===== config.mk =====
export PLATFORM = sky130hd
export DESIGN_NAME = vga_fb_writer
export DESIGN_NICKNAME = d
export VERILOG_FILES = /design/src/rtl/vga_pkg.sv /design/src/rtl/vga_cell_addr.sv /design/src/rtl/vga_fb_writer.sv
export SDC_FILE = /design/constraint.sdc
export NUM_CORES = 1
export LEC_CHECK = 0
export CAP_MARGIN = 20
export CORE_UTILIZATION = 38
export CTS_CLUSTER_DIAMETER = 200
export DETAILED_ROUTE_END_ITERATION = 8
export GPL_TIMING_DRIVEN = 0
export PLACE_DENSITY = 0.8
export SYNTH_ARGS = -nofsm -noshare
export SYNTH_HDL_FRONTEND = slang
export SYNTH_SLANG_ARGS = --single-unit
export TNS_END_PERCENT = 1

===== constraint.sdc =====
create_clock -name clock -period 1.4 [get_ports clock]
set_input_delay 0.28 -clock clock [delete_from_list [all_inputs] [get_ports clock]]
set_output_delay 0.28 -clock clock [all_outputs]
set_load 0.03 [all_outputs]

===== src/rtl/vga_pkg.sv =====
// Shared framebuffer geometry, word/state types and color-field helpers for the VGA write path.
// No logic of its own; imported by vga_cell_addr and vga_fb_writer.
package vga_pkg;

    localparam int PIXEL_W = 16;
    localparam int PIXEL_H = 16;
    localparam int COLS    = 640 / PIXEL_W;
    localparam int ROWS    = 480 / PIXEL_H;
    localparam int CELLS   = COLS * ROWS;

    typedef logic [15:0] fb_word_t;

    typedef enum logic {
        IDLE  = 1'b0,
        CLEAR = 1'b1
    } fb_state_e;

    function automatic logic [3:0] fb_red(input fb_word_t w);
        return w[3:0];
    endfunction

    function automatic logic [3:0] fb_green(input fb_word_t w);
        return w[7:4];
    endfunction

    function automatic logic [3:0] fb_blue(input fb_word_t w);
        return w[11:8];
    endfunction

    function automatic fb_word_t fb_pack_rgb(input logic [3:0] r, input logic [3:0] g, input logic [3:0] b);
        return {4'h0, b, g, r};
    endfunction

endpackage


===== src/rtl/vga_cell_addr.sv =====
// Cell coordinate to framebuffer word address, plus out-of-bounds flag.
// Purely combinational; the row scale assumes a 40-column grid (row*40 = row*32 + row*8).
module vga_cell_addr
    import vga_pkg::*;
#(
    parameter int COLS_P = COLS,
    parameter int ROWS_P = ROWS
) (
    input  logic [5:0]  col,
    input  logic [4:0]  row,
    input  logic [15:0] base,
    output logic [15:0] addr,
    output logic        oob
);

    localparam logic [5:0] COL_LIM = 6'(COLS_P);
    localparam logic [4:0] ROW_LIM = 5'(ROWS_P);

    assign addr = base + {6'b0, row, 5'b0} + {8'b0, row, 3'b0} + {10'b0, col};
    assign oob  = (col >= COL_LIM) || (row >= ROW_LIM);

endmodule


===== src/rtl/vga_fb_writer.sv =====
// Framebuffer write port: cell writes registered to the RAM one cycle after handshake.
// Optional whole-screen clear engine enabled by the VGA_FB_CLEAR_EN macro.
module vga_fb_writer
    import vga_pkg::*;
#(
    parameter logic [15:0] WIDTH      = 16'd640,
    parameter logic [15:0] HEIGHT     = 16'd480,
    parameter logic [15:0] VGA_REGION = 16'h2000
) (
    input  logic        clock,
    input  logic        reset,
    input  logic        req_valid,
    output logic        req_ready,
    input  logic [5:0]  req_col,
    input  logic [4:0]  req_row,
    input  logic [15:0] req_data,
    input  logic        clr_start,
    input  logic [15:0] clr_data,
    output logic        busy,
    output logic [15:0] mem_addr,
    output logic [15:0] mem_data,
    output logic        mem_wren,
    output logic        err_oob
);

    localparam int COLS_P = int'(WIDTH) / PIXEL_W;
    localparam int ROWS_P = int'(HEIGHT) / PIXEL_H;

    logic [15:0] cell_addr;
    logic        cell_oob;
    logic        req_fire;

    fb_word_t mem_addr_q, mem_addr_d;
    fb_word_t mem_data_q, mem_data_d;
    logic     mem_wren_q, mem_wren_d;
    logic     err_oob_q,  err_oob_d;

    vga_cell_addr #(
        .COLS_P (COLS_P),
        .ROWS_P (ROWS_P)
    ) u_cell_addr (
        .col  (req_col),
        .row  (req_row),
        .base (VGA_REGION),
        .addr (cell_addr),
        .oob  (cell_oob)
    );

`ifdef VGA_FB_CLEAR_EN
    // cnt_q is the index of the next clear word; reaching CELLS means the last word is on the bus.
    localparam logic [10:0] CELLS_L = 11'(COLS_P * ROWS_P);

    fb_state_e   state_q, state_d;
    logic [10:0] cnt_q, cnt_d;
    fb_word_t    clr_data_q, clr_data_d;

    always_comb begin
        mem_addr_d = mem_addr_q;
        mem_data_d = mem_data_q;
        mem_wren_d = 1'b0;
        err_oob_d  = 1'b0;
        state_d    = state_q;
        cnt_d      = cnt_q;
        clr_data_d = clr_data_q;
        req_ready  = (state_q == IDLE) && !clr_start;
        req_fire   = req_valid && req_ready;

        if (req_fire) begin
            err_oob_d = cell_oob;
            if (!cell_oob) begin
                mem_wren_d = 1'b1;
                mem_addr_d = cell_addr;
                mem_data_d = req_data;
            end
        end

        case (state_q)
            IDLE: begin
                if (clr_start) begin
                    state_d    = CLEAR;
                    clr_data_d = clr_data;
                    mem_wren_d = 1'b1;
                    mem_addr_d = VGA_REGION;
                    mem_data_d = clr_data;
                    cnt_d      = 11'd1;
                end
            end
            CLEAR: begin
                if (cnt_q == CELLS_L) begin
                    state_d = IDLE;
                    cnt_d   = 11'd0;
                end else begin
                    mem_wren_d = 1'b1;
                    mem_addr_d = VGA_REGION + {5'b0, cnt_q};
                    mem_data_d = clr_data_q;
                    cnt_d      = cnt_q + 11'd1;
                end
            end
            default: state_d = IDLE;
        endcase
    end

    always_ff @(posedge clock or posedge reset) begin
        if (reset) begin
            state_q    <= IDLE;
            cnt_q      <= 11'd0;
            clr_data_q <= '0;
        end else begin
            state_q    <= state_d;
            cnt_q      <= cnt_d;
            clr_data_q <= clr_data_d;
        end
    end

    assign busy = (state_q == CLEAR) || mem_wren_q;
`else
    logic unused_clr;
    assign unused_clr = clr_start ^ (^clr_data);

    always_comb begin
        mem_addr_d = mem_addr_q;
        mem_data_d = mem_data_q;
        mem_wren_d = 1'b0;
        err_oob_d  = 1'b0;
        req_ready  = !reset;
        req_fire   = req_valid && req_ready;

        if (req_fire) begin
            err_oob_d = cell_oob;
            if (!cell_oob) begin
                mem_wren_d = 1'b1;
                mem_addr_d = cell_addr;
                mem_data_d = req_data;
            end
        end
    end

    assign busy = mem_wren_q;
`endif

    always_ff @(posedge clock or posedge reset) begin
        if (reset) begin
            mem_addr_q <= '0;
            mem_data_q <= '0;
            mem_wren_q <= 1'b0;
            err_oob_q  <= 1'b0;
        end else begin
            mem_addr_q <= mem_addr_d;
            mem_data_q <= mem_data_d;
            mem_wren_q <= mem_wren_d;
            err_oob_q  <= err_oob_d;
        end
    end

    assign mem_addr = mem_addr_q;
    assign mem_data = mem_data_q;
    assign mem_wren = mem_wren_q;
    assign err_oob  = err_oob_q;

endmodule


Word-level counts from Yosys, hierarchy flattened:

Cells that the tools add are included.

* word-level logic and storage cells: 17
* register bits after elaboration: 34

* muxes and demuxes: 3
* $add $sub $neg: 3
* bitwise operators: 1
* magnitude comparators: 2
* reduce and logical (&&, ||, !) cells: 4

Operator list (count)
* 16-bit by 6-bit adder with 16-bit output: 1
* 16-bit by 8-bit adder with 16-bit output: 1
* 14-bit by 10-bit adder with 15-bit output (first input constant): 1
* 6-bit greater-or-equal comparator (second input constant): 1
* 5-bit greater-or-equal comparator (second input constant): 1
* 1-bit 2-to-1 mux: 3
* 2-bit AND reduction: 1
* 1-bit logical AND: 1
* 1-bit zero test: 1
* 1-bit logical OR: 1
* 1-bit NOT: 1

Depth between registers and ports, before layout:

Gate-level depths: netlist of run 1.

* depth after elaboration: 4
* mapped depth: 8

By module:

From an unflattened synthesis of run 1, not the netlist that was laid out.

* cell total of the unflattened synthesis: 186
* area, all modules: 2190.9 um^2

Modules (own cells, without submodules)
* vga_fb_writer: cells each 75, instances 1, area an instance 1288.7 um^2, sequential area each 850.8 um^2
* vga_cell_addr: cells each 111, instances 1, area an instance 902.1 um^2, sequential area each 0.0 um^2

Worst setup path after synthesis of run 1:

OpenSTA, ideal clock, no wires.

* path type: input -> register
* start point: input port req_col[5]
* end point: register mem_addr_q[10] (netlist: mem_addr[10])
* setup slack: -0.611 ns
* data arrival time: 1.887 ns
* stages on the path: 8
* cell sequence: inv_1 -> fa_1 -> inv_1 -> fa_1 -> a21o_1 -> a21o_1 -> a21oi_1 -> o31ai_1

* longest elaborated chain between the ends: 4
* elaborated cells between the ends (all ways): 5
* classes of those cells: 1 x add/sub; 1 x order compare; 1 x bitwise; 2 x reduce/logical

RTL lines
* start, declared: line vga_fb_writer.sv:14 `input logic [5:0] req_col,`
* parallel branches: the longest is 4 deep, another holds 16-bit by 6-bit adder with 16-bit output
* end signal, assigned: line vga_fb_writer.sv:148 `mem_addr_q <= mem_addr_d;`
* end, declared: line vga_fb_writer.sv:33 `fb_word_t mem_addr_q, mem_addr_d;`

Parallel ways; which one is timed is not known.
A chain may end at the register's enable or synchronous reset.

Worst setup path in the final report of run 1:

* start point: input port req_col[5]
* end point: register mem_addr_q[8] (netlist: mem_addr[8])

The elaborated chain is that of the path after synthesis.

==> reports/metrics.cfg, run 1 <==
[clock_tree]
hold_buffers=0
cts_buffers=5
cts.clk_slew.worst_paths_ps=60
clock_path_buffers=2
cts_max_level=2
cts_tree=yes
clock_latency_ps=270
clockRootBuffer=clkbuf_8
cts_sinks=30

[synth]
synth_ff_type=dfrtp_1
synth_edf_count=0
yosysMostFrequentCell=nand2_1
yosysTopAreaCellShare_pct=51.0
ys_warn_count=0
yosysSeqAreaShare_pct=51.0
ys_seq_elements=30
synth_area_per_cell_um2=9.26
synth_top_area_cell=dfrtp_1
async_reset_ff_share_pct=100
synth_common_cells=nand2_1, dfrtp_1, ha_1
synth_cells=159
yosys-top-cells-area=dfrtp_1, nand2_1, ha_1
synth_cell_types=27
synth_area_um2=1470

[power_and_ir_drop]
max-vdd-ir-drop_mv=0.529
power_density_nw_per_um2=1210
power_uw=2840
p_leak_uw=0.00125

[sta]
setup_ws_ps=-370
period_minus_slack_ps=1770
hold_violations=0
rsz0062_at_grt=yes
final-setup-viol-count=6
maxSlewViolCount=0
min_period_over_period_pct=126
clock_skew_ps=0
fmax_mhz=565

[place]
port_buffers=61
place_area_um2=2180
gp_congestion=0.853
dpl.hpwl_um=2460

[critical_path]
crit_buf_inv=3
end_kind=flip-flop
r2r_slack_ps=790
reg2reg_depth=1
cp-start-kind=primary input
r2r_end=mem_addr[13]
cp_top_family=adder cells
required_ps=1570
path_cells=buf_8, inv_4, fa_1, inv_2, fa_2, a21o_1, a21o_1, xnor2_1, o21ai_1
worstPathArrival_ps=1940
critPathSlowestCell=fa_1
critical-path-max-stage-delay_ps=560
critical_path.max_fanout=2
rr_startpoint=mem_addr[13]
cp_common_cell=a21o_1
path_class=primary input to flip-flop

[run_status]
status=complete, but fails checks
violations=negative setup slack

[layout]
syn_to_final_growth_pct=59.7
nets=292
diodes=0
design_area_um2=2350
drive_above_1_share_pct=19.1
fin_util_pct=63.8

[floorplan]
start_util_pct=39.9
die_height_um=64.3
core-area_um2=3690
die_area_um2=4130
die_x_um=64.3
io-pin-count=83
row_count=22

[grt]
grt_pass1_wl_um=5550
grt_pass1_vias=1282
gr-total-overflow=0
gr-usage-all-layers_pct=17.9
grt_max_degree=18
antenna_found_initial=0

[worst_hold_path]
hold_path_class=primary input to asynchronous set/reset pin

[detailed_routing]
wire_per_inst_um=11.8
finalWirelength_um=3330
via_per_inst=4.52
postRouteAntennaNets=0
vias=1279
drc=0
firstDrtPassIters=4
drtIter0Drc=58

[run]
drv_cap=0

-- per-layer routing --
layer | GRT usage, % | vias to the layer above | share of wire [%]
li1 | - | 644 | -
met1 | 19.0 | 580 | 40
met2 | 31.7 | 46 | 51
met3 | 4.29 | 9 | 6.1
met4 | 10.8 | 0 | 2.9
met5 | 0 | - | 0
-- kinds of logic after synthesis --
| kind of cell | synth area share, % |
|---|---|
| other | 0.255 |
| XOR/XNOR | 1.78 |
| AND/OR/NAND/NOR | 21.9 |
| flip-flops | 51.0 |
| buffers and inverters | 8.67 |
| adder cells (fa/ha/maj) | 10.4 |
| AO/OA/AOI/OAI | 6.03 |
-- cell usage in the layout (no fill, tap or decap), types with 2 or more instances in the layout --
cell type | synthesis | layout
a21o_1 | 3 | 3
buf_4 | 5 | 9
buf_6 | 4 | 5
buf_8 | 0 | 4
clkbuf_8 | 0 | 6
clkdlybuf4s15_2 | 0 | 2
clkdlybuf4s50_1 | 0 | 20
conb_1 | 1 | 4
dfrtp_1 | 30 | 30
dlygate4sd2_1 | 0 | 34
ha_1 | 9 | 5
ha_4 | 0 | 3
inv_1 | 7 | 2
inv_2 | 0 | 2
inv_4 | 0 | 2
nand2_1 | 71 | 70
nand2b_1 | 2 | 2
nor2_1 | 3 | 3
o21ai_1 | 3 | 4
-- per-stage QoR --
step / instances / hold WS [ps] / setup slack [ps] / TNS (ps)
after floorplan: 162 / 385 / -475 / -2130
after global routing: 283 / 212 / -428 / -2120
after global placement: 271 / 447 / -1330 / -26800
after detailed placement: 272 / 454 / -1100 / -18540
final: 283 / 205 / -370 / -1540
after CTS: 283 / 183 / -406 / -1460
-- state kept, by name, indices dropped and copies added, names as in the netlist --
register / flops
busy: 1
mem_data: 16
err_oob: 1
mem_addr: 12
-- how the worst max path moves through the flow --
stage | start | endpoint | slack (ps) | cells past startpoint
4_1_cts | req_row[2] | mem_addr[8] | -410 | 9
3_3_place_gp | reset | req_ready | -1330 | 3
2_1_floorplan | req_col[5] | mem_addr[8] | -470 | 8
5_1_grt | req_col[5] | mem_addr[8] | -430 | 9
6_report | req_col[5] | mem_addr[8] | -370 | 9
3_5_place_dp | req_col[5] | mem_addr[8] | -1100 | 9
-- area by class of cell --
type,count,area [um2]
clock inverters,1,5.00
plain buffers,11,113
multi-input cells,113,667
repair buffers,65,624
inverters,8,46.3
well taps,48,60.1
flip-flops and latches,30,751
clock buffers,7,86.3
fillers,325,1340
-- power by group --
| part | switching, uW | total (uW) | internal (uW) |
|---|---|---|---|
| registers | 70.6 | 1090 | 1020 |
| logic | 632 | 1040 | 413 |
| clock network | 306 | 702 | 395 |
| total | 1010 | 2840 | 1830 |
-- timing repair --
action | in CTS | in global routing
gates resized for setup | 77 | 7
buffers inserted | 3 | 0
pin swaps | 10 | 9
hold endpoints to repair | 0 | 0
endpoints found under the setup margin | 60 | 28
gates cloned | 0 | 0
Power figures use the tool's default switching activity.
==> run 2: changes to the inputs <==
- CELL_PAD_IN_SITES_DETAIL_PLACEMENT: default -> 2
- CELL_PAD_IN_SITES_GLOBAL_PLACEMENT: default -> 2
- CORE_UTILIZATION: 38 -> 21
- PLACE_DENSITY: 0.8 -> default
- PLACE_DENSITY_LB_ADDON: default -> 0.1
==> run 2 against run 1 <==
  * The flow still finishes with violations (negative setup slack)
  * Sequential power about the same
  * Utilization decreased by 28 points
  * Largest power group unchanged
  * Combinational power hardly changed
  * Sequential share of layout area shrank 1.2 points
  * Highest routed layer unchanged
==> reports/metrics.cfg, run 2 (synthesized netlist as in run 1, its figures left out) <==
[run]
drv_cap=0  ; unchanged

[detailed_routing]
via_per_inst=4.05  ; was 4.52
met2_length_um=2310  ; was 1680 um
wire_per_inst_um=13.1  ; was 11.8 um
wl_met1_um=1690  ; was 1350 um
finalWirelength_um=4340  ; was 3330 um
postRouteAntennaNets=0  ; unchanged
routed.top_layer=met4  ; unchanged
drtIter0Drc=28  ; was 58
vias=1346  ; was 1279
drc=0  ; unchanged
firstDrtPassIters=6  ; was 4
wl_met3_um=248  ; was 202 um

[layout]
multiInputGateArea_um2=696  ; was 667 um2
num-fill-cells=745  ; was 325
largest_reg_flops=16  ; unchanged
nets=293  ; was 292
syn_to_final_growth_pct=65.8  ; was 59.7%
final-seq-area_um2=751  ; unchanged
final_cell_mix=nand2_1, dlygate4sd2_1, dfrtp_1  ; unchanged
drive_above_1_share_pct=21.2  ; was 19.1%
final_common_cell=nand2_1  ; unchanged
diodes=0  ; unchanged
design_area_um2=2440  ; was 2350 um2

[sta]
maxSlewViolCount=0  ; unchanged
finalSetupTns_ps=-1370  ; was -1540 ps
hold_ws_ps=204  ; was 205 ps
fmax_mhz=567  ; was 565 MHz
min_period_over_period_pct=126  ; about the same
period_minus_slack_ps=1760  ; was 1770 ps
clock_skew_ps=0  ; unchanged
setup_ws_ps=-362  ; was -370 ps
rsz0062_at_grt=yes  ; unchanged
final-setup-viol-count=6  ; unchanged
hold_violations=0  ; unchanged

[critical_path]
end_kind=flip-flop  ; unchanged
critical-path-max-stage-delay_ps=550  ; was 560 ps
cp_top_family=adder cells  ; unchanged
critical_path.max_fanout=2  ; unchanged
cp-start-kind=primary input  ; unchanged
r2r_slack_ps=760  ; was 790 ps
path_cells=buf_8, inv_4, fa_1, inv_2, fa_2, a21o_1, a21o_1, xnor2_1, o21ai_1  ; unchanged
required_ps=1570  ; about the same
worstPathArrival_ps=1930  ; was 1940 ps
critPathSlowestCell=fa_1  ; unchanged
cp_common_cell=a21o_1  ; unchanged
path_class=primary input to flip-flop  ; unchanged
crit_buf_inv=3  ; unchanged

[clock_tree]
cts_max_level=2  ; unchanged
cts_buffers=5  ; unchanged
cts.clk_slew.worst_paths_ps=60  ; about the same
clockRootBuffer=clkbuf_8  ; unchanged
cts_sinks=30  ; unchanged
clock_latency_ps=280  ; was 270 ps
cts_tree=yes  ; unchanged
clock_path_buffers=2  ; unchanged

[worst_hold_path]
hold_path_class=primary input to asynchronous set/reset pin  ; unchanged

[place]
port_buffers=61  ; unchanged
dpl.hpwl_um=3440  ; was 2460 um
place_ws_ps=-1130  ; was -1100 ps
place_area_um2=2240  ; was 2180 um2
gp_congestion=0.699  ; was 0.853

[power_and_ir_drop]
power_density_nw_per_um2=1180  ; was 1210 nW/um2
power_uw=2890  ; was 2840 uW
max-vdd-ir-drop_mv=0.285  ; was 0.529 mV
p_leak_uw=0.00126  ; was 0.00125 uW

[grt]
grt_pass1_vias=1432  ; was 1282
gr-total-overflow=0  ; unchanged
gr-usage-all-layers_pct=12.4  ; was 17.9%
antenna_found_initial=0  ; unchanged
grt_pass1_wl_um=6820  ; was 5550 um
grt_max_degree=20  ; was 18

[run_status]
violations=negative setup slack  ; unchanged
status=complete, but fails checks  ; unchanged

[floorplan]
die_area_um2=7350  ; was 4130 um2
die_x_um=85.7  ; was 64.3 um
start_util_pct=21.7  ; was 39.9%
row_count=30  ; was 22
core-area_um2=6790  ; was 3690 um2
die_height_um=85.7  ; was 64.3 um
io-pin-count=83  ; unchanged

==> run 2: layout make-up <==
type,instances,area share [%]
Timing Repair Buffer,66,25.7
Buffer,11,4.61
Clock inverter,1,0.205
Sequential cell,30,30.7
Multi-Input combinational cell,113,28.5
Clock buffer,7,3.53
Tap cell,96,4.92
Inverter,8,1.79
==> run 2: routing by layer <==
layer | GRT usage (%) | vias to the layer above
li1 | - | 639
met2 | 22.9 | 39
met3 | 3.85 | 5
met5 | 0 | -
met1 | 12.7 | 663
met4 | 5.91 | 0
==> run 2: through the flow <==
step	utilization [%]	cells
floorplan	-	162
finish	35.9	332
global route	35.9	332
detailed placement	33.0	320
CTS	35.2	330
global placement	32.6	319
==> run 2: worst paths after layout <==
path                            depth (start not counted)         start           end
worst max-delay path                                    9    req_row[2]   mem_addr[8]
worst max register to register                          1  mem_addr[13]  mem_addr[13]
worst min register to register                          2   mem_addr[1]   mem_addr[1]
max in group asynchronous                               3         reset   mem_addr[7]
min in group clock                                      4    req_col[5]       err_oob
worst min-delay path                                    3         reset  mem_data[10]
==> run 2: timing repair <==
action,in CTS,in global routing
endpoints found under the setup margin,60,19
gates cloned,0,0
pin swaps,10,9
gates resized for setup,80,9
buffers inserted,2,2
hold buffers,0,0
endpoints found under the hold margin,0,0
==> run 2: tightest hold or removal path, stage by stage <==
cell and delay [ps]:
dlygate4sd2_1 270, clkinvlp_4 110, buf_16 160
==> run 2: power breakdown <==
part	internal (uW)	switching (uW)	leakage, uW
clock network	396	320	0.0000482
registers	1020	77.7	0.000373
logic	421	652	0.000841
total	1840	1050	0.00126
==> run 3: changes to the inputs <==
--- a/config.mk
+++ b/config.mk
@@ -6,8 +6,9 @@
 export NUM_CORES = 1
 export LEC_CHECK = 0
+export ABC_AREA = 1
 export CAP_MARGIN = 20
 export CELL_PAD_IN_SITES_DETAIL_PLACEMENT = 2
 export CELL_PAD_IN_SITES_GLOBAL_PLACEMENT = 2
-export CORE_UTILIZATION = 21
+export CORE_UTILIZATION = 20
 export CTS_CLUSTER_DIAMETER = 200
 export DETAILED_ROUTE_END_ITERATION = 8
==> constraint.sdc (replaced) <==
create_clock -name clock -period 1.4 [get_ports clock]
set_input_delay 0.14 -clock clock [delete_from_list [all_inputs] [get_ports clock]]
set_output_delay 0.14 -clock clock [all_outputs]
set_load 0.03 [all_outputs]
==> run 3 against run 2 <==
  * The run now ends clean
  * Combinational power about the same
  * Sequential power about the same
  * Synthesized cell count up 8.2%
  * Sequential cell count did not move
  * Worst setup slack better by 370 ps
  * Largest power group unchanged
  * Highest routed layer unchanged
==> reports/metrics.cfg, run 3 <==
[synth]
yosys-top-cells-area=dfrtp_1, nand2_1, ha_1  ; unchanged
synth_top_family_by_area=simple AND/OR/NAND/NOR gates  ; unchanged
synth_xor_area_share_pct=0.589  ; was 1.78%
synth.mux.area_fraction_pct=0  ; unchanged
yosysTopAreaCellShare_pct=50.5  ; was 51.0%
synth_area_per_cell_um2=8.64  ; was 9.26 um2
ys_seq_elements=30  ; unchanged
synth_ff_type=dfrtp_1  ; unchanged
synth_common_cells=nand2_1, dfrtp_1, inv_1  ; was nand2_1, dfrtp_1, ha_1
ys_warn_count=0  ; unchanged
synth_cells=172  ; was 159
yosys.area_share.simple_pct=26.0  ; was 21.9%
synth_cell_types=21  ; was 27
synth_edf_count=0  ; unchanged
async_reset_ff_share_pct=100  ; unchanged
synth_area_um2=1490  ; was 1470 um2
synth_fa_ha_area_share_pct=10.3  ; was 10.4%
synth_compound_area_share_pct=3.45  ; was 6.03%
yosysMostFrequentCell=nand2_1  ; unchanged
synth_top_area_cell=dfrtp_1  ; unchanged
yosysSeqAreaShare_pct=50.5  ; was 51.0%

[power_and_ir_drop]
max-vdd-ir-drop_mv=0.313  ; was 0.285 mV
seq_power_share_pct=36.7  ; was 38.0%
clockPowerShare_pct=27.7  ; was 24.8%
internal_power_uw=1920  ; was 1840 uW
power_density_nw_per_um2=1200  ; was 1180 nW/um2
p_leak_uw=0.00126  ; about the same
p_comb_share_pct=35.5  ; was 37.2%
swShare_pct=35.4  ; was 36.4%
switchingPower_uw=1050  ; about the same

[sta]
slew_headroom_pct=44.3
clock_skew_ps=0  ; unchanged
fmax_mhz=719  ; was 567 MHz
final-setup-viol-count=0  ; was 6
worstMarginPinSlew_ps=832
setup_ws_ps=9.53  ; was -362 ps
rsz0062_at_grt=yes  ; unchanged
hold_violations=0  ; unchanged
period_minus_slack_ps=1390  ; was 1760 ps
maxSlewViolCount=0  ; unchanged
hold_ws_ps=9.50  ; was 204 ps
min_period_over_period_pct=99.3  ; was 126%
finalSetupTns_ps=0  ; was -1370 ps

[grt]
grt_pass1_wl_um=6930  ; was 6820 um
grt.busiest_layer=met2  ; unchanged
grt_pass1_vias=1445  ; was 1432
gr-usage-all-layers_pct=11.8  ; was 12.4%
grt_use_met1_pct=14.1  ; was 12.7%
use_met3_pct=3.08  ; was 3.85%
grt_max_degree=19  ; was 20
gr-total-overflow=0  ; unchanged
grtUsageMet2_pct=20.8  ; was 22.9%
antenna_found_initial=0  ; unchanged

[run]
drv_cap=0  ; unchanged

[run_status]
status=finished clean  ; was complete, but fails checks

[floorplan]
io-pin-count=83  ; unchanged
die_height_um=88.2  ; was 85.7 um
row_count=31  ; was 30
core-area_um2=7210  ; was 6790 um2
die_x_um=88.2  ; was 85.7 um
start_util_pct=20.6  ; was 21.7%
die_area_um2=7780  ; was 7350 um2

[detailed_routing]
finalWirelength_um=4300  ; was 4340 um
drtIter0Drc=27  ; was 28
wire_per_inst_um=12.4  ; was 13.1 um
via_per_inst=3.93  ; was 4.05
vias=1365  ; was 1346
drc=0  ; unchanged
postRouteAntennaNets=0  ; unchanged
firstDrtPassIters=3  ; was 6

[critical_path]
critical_path.max_fanout=2  ; unchanged
required_ps=1570  ; about the same
worstPathArrival_ps=1560  ; was 1930 ps
end_kind=flip-flop  ; unchanged
cp-start-kind=primary input  ; unchanged
path_class=primary input to flip-flop  ; unchanged

[layout]
nets=305  ; was 293
diodes=0  ; unchanged
design_area_um2=2470  ; was 2440 um2
num-fill-cells=859  ; was 745
final_common_cell=nand2_1  ; unchanged
largest_reg_flops=16  ; unchanged
syn_to_final_growth_pct=66.1  ; was 65.8%
drive_above_1_share_pct=19.8  ; was 21.2%
final_cell_mix=nand2_1, dlygate4sd2_1, dfrtp_1  ; unchanged

[clock_tree]
cts_tree=yes  ; unchanged
clock_latency_ps=270  ; was 280 ps
cts_sinks=30  ; unchanged
cts_max_level=2  ; unchanged
cts.clk_slew.worst_paths_ps=60  ; about the same
clockRootBuffer=clkbuf_8  ; unchanged
cts_buffers=5  ; unchanged
clock_path_buffers=2  ; unchanged

[worst_hold_path]
hold_path_class=primary input to asynchronous set/reset pin  ; unchanged

[place]
port_buffers=61  ; unchanged
place_area_um2=2280  ; was 2240 um2
gp_congestion=0.660  ; was 0.699
dpl.hpwl_um=3300  ; was 3440 um
place_ws_ps=-901  ; was -1130 ps

-- run 3: changes by cell type after synthesis, sizes merged, moves of 2 or more --
cell | previous run | this run
a21o | 3 | 0
inv | 8 | 12
nand2 | 71 | 85
nand2b | 2 | 0
nand3 | 1 | 4
nor2 | 3 | 5
-- run 3: kinds of logic (layout without fill, tap and decap cells) --
group | count (synthesis) | after routing
XOR/XNOR | 1 | 1
other | 1 | 4
AND/OR/NAND/NOR | 98 | 98
flip-flops | 30 | 30
buffers and inverters | 22 | 95
AO/OA/AOI/OAI | 9 | 9
adder cells (fa/ha/maj) | 11 | 11
-- run 3: cell type report --
type / count / area, um2 / share of cell area, %
repair buffers: 65 / 614 / 24.9
clock buffers: 8 / 110 / 4.46
flip-flops and latches: 30 / 751 / 30.4
multi-input cells: 123 / 726 / 29.4
well taps: 99 / 124 / 5.02
plain buffers: 10 / 87.6 / 3.55
inverters: 12 / 56.3 / 2.28
-- run 3: critical path, stage by stage --
cell and delay (ps):
buf_12 80, inv_8 20, fa_1 540, inv_2 60
ha_4 260, nand2_2 50, nor2_1 80, nand2_1 80
nand3_1 70, nand2_1 60, nand3_2 60, nand2_1 50
-- run 3: power by group through the flow --
stage | clock network (uW) | registers (uW) | logic, uW
6_report | 822 | 1090 | 1050
3_5_place_dp | 0 | 1120 | 1120
5_1_grt | 893 | 1110 | 1150
2_1_floorplan | 0 | 1420 | 304
3_3_place_gp | 0 | 1110 | 1100
4_1_cts | 854 | 1090 | 1060
-- run 3: final timing paths --
kind                         startpoint            to  slack [ps]  depth (start not counted)
hold reg to reg            mem_addr[13]  mem_addr[13]         460                          1
setup reg to reg           mem_addr[13]  mem_addr[13]         700                          1
min in group clock           req_col[5]       err_oob         180                          3
max in group asynchronous         reset  mem_data[10]          80                          4
hold / removal                    reset       err_oob          10                          3
setup / recovery             req_row[2]   mem_addr[9]          10                         12
-- run 3: what timing repair did --
item / 4_1_cts / 5_1_grt
pin swaps: 8 / 6
setup endpoints to repair: 38 / 6
setup buffers: 1 / 1
endpoints found under the hold margin: 0 / 17
hold buffers: 0 / 1
resized for setup: 69 / 11
-- run 3: stage by stage --
step	utilization (%)	total power, uW	instances
global placement	31.2	2210	335
CTS	33.6	3000	345
global route	34.2	3160	347
finish	34.2	2970	347
detailed placement	31.6	2240	336
floorplan	-	1720	175
-- run 3: routing by layer --
| layer | wire length, um | up-vias |
|---|---|---|
| met5 | 0 | - |
| met4 | 31 | 0 |
| met3 | 172 | 2 |
| met2 | 2190 | 36 |
| met1 | 1910 | 658 |
| li1 | - | 669 |
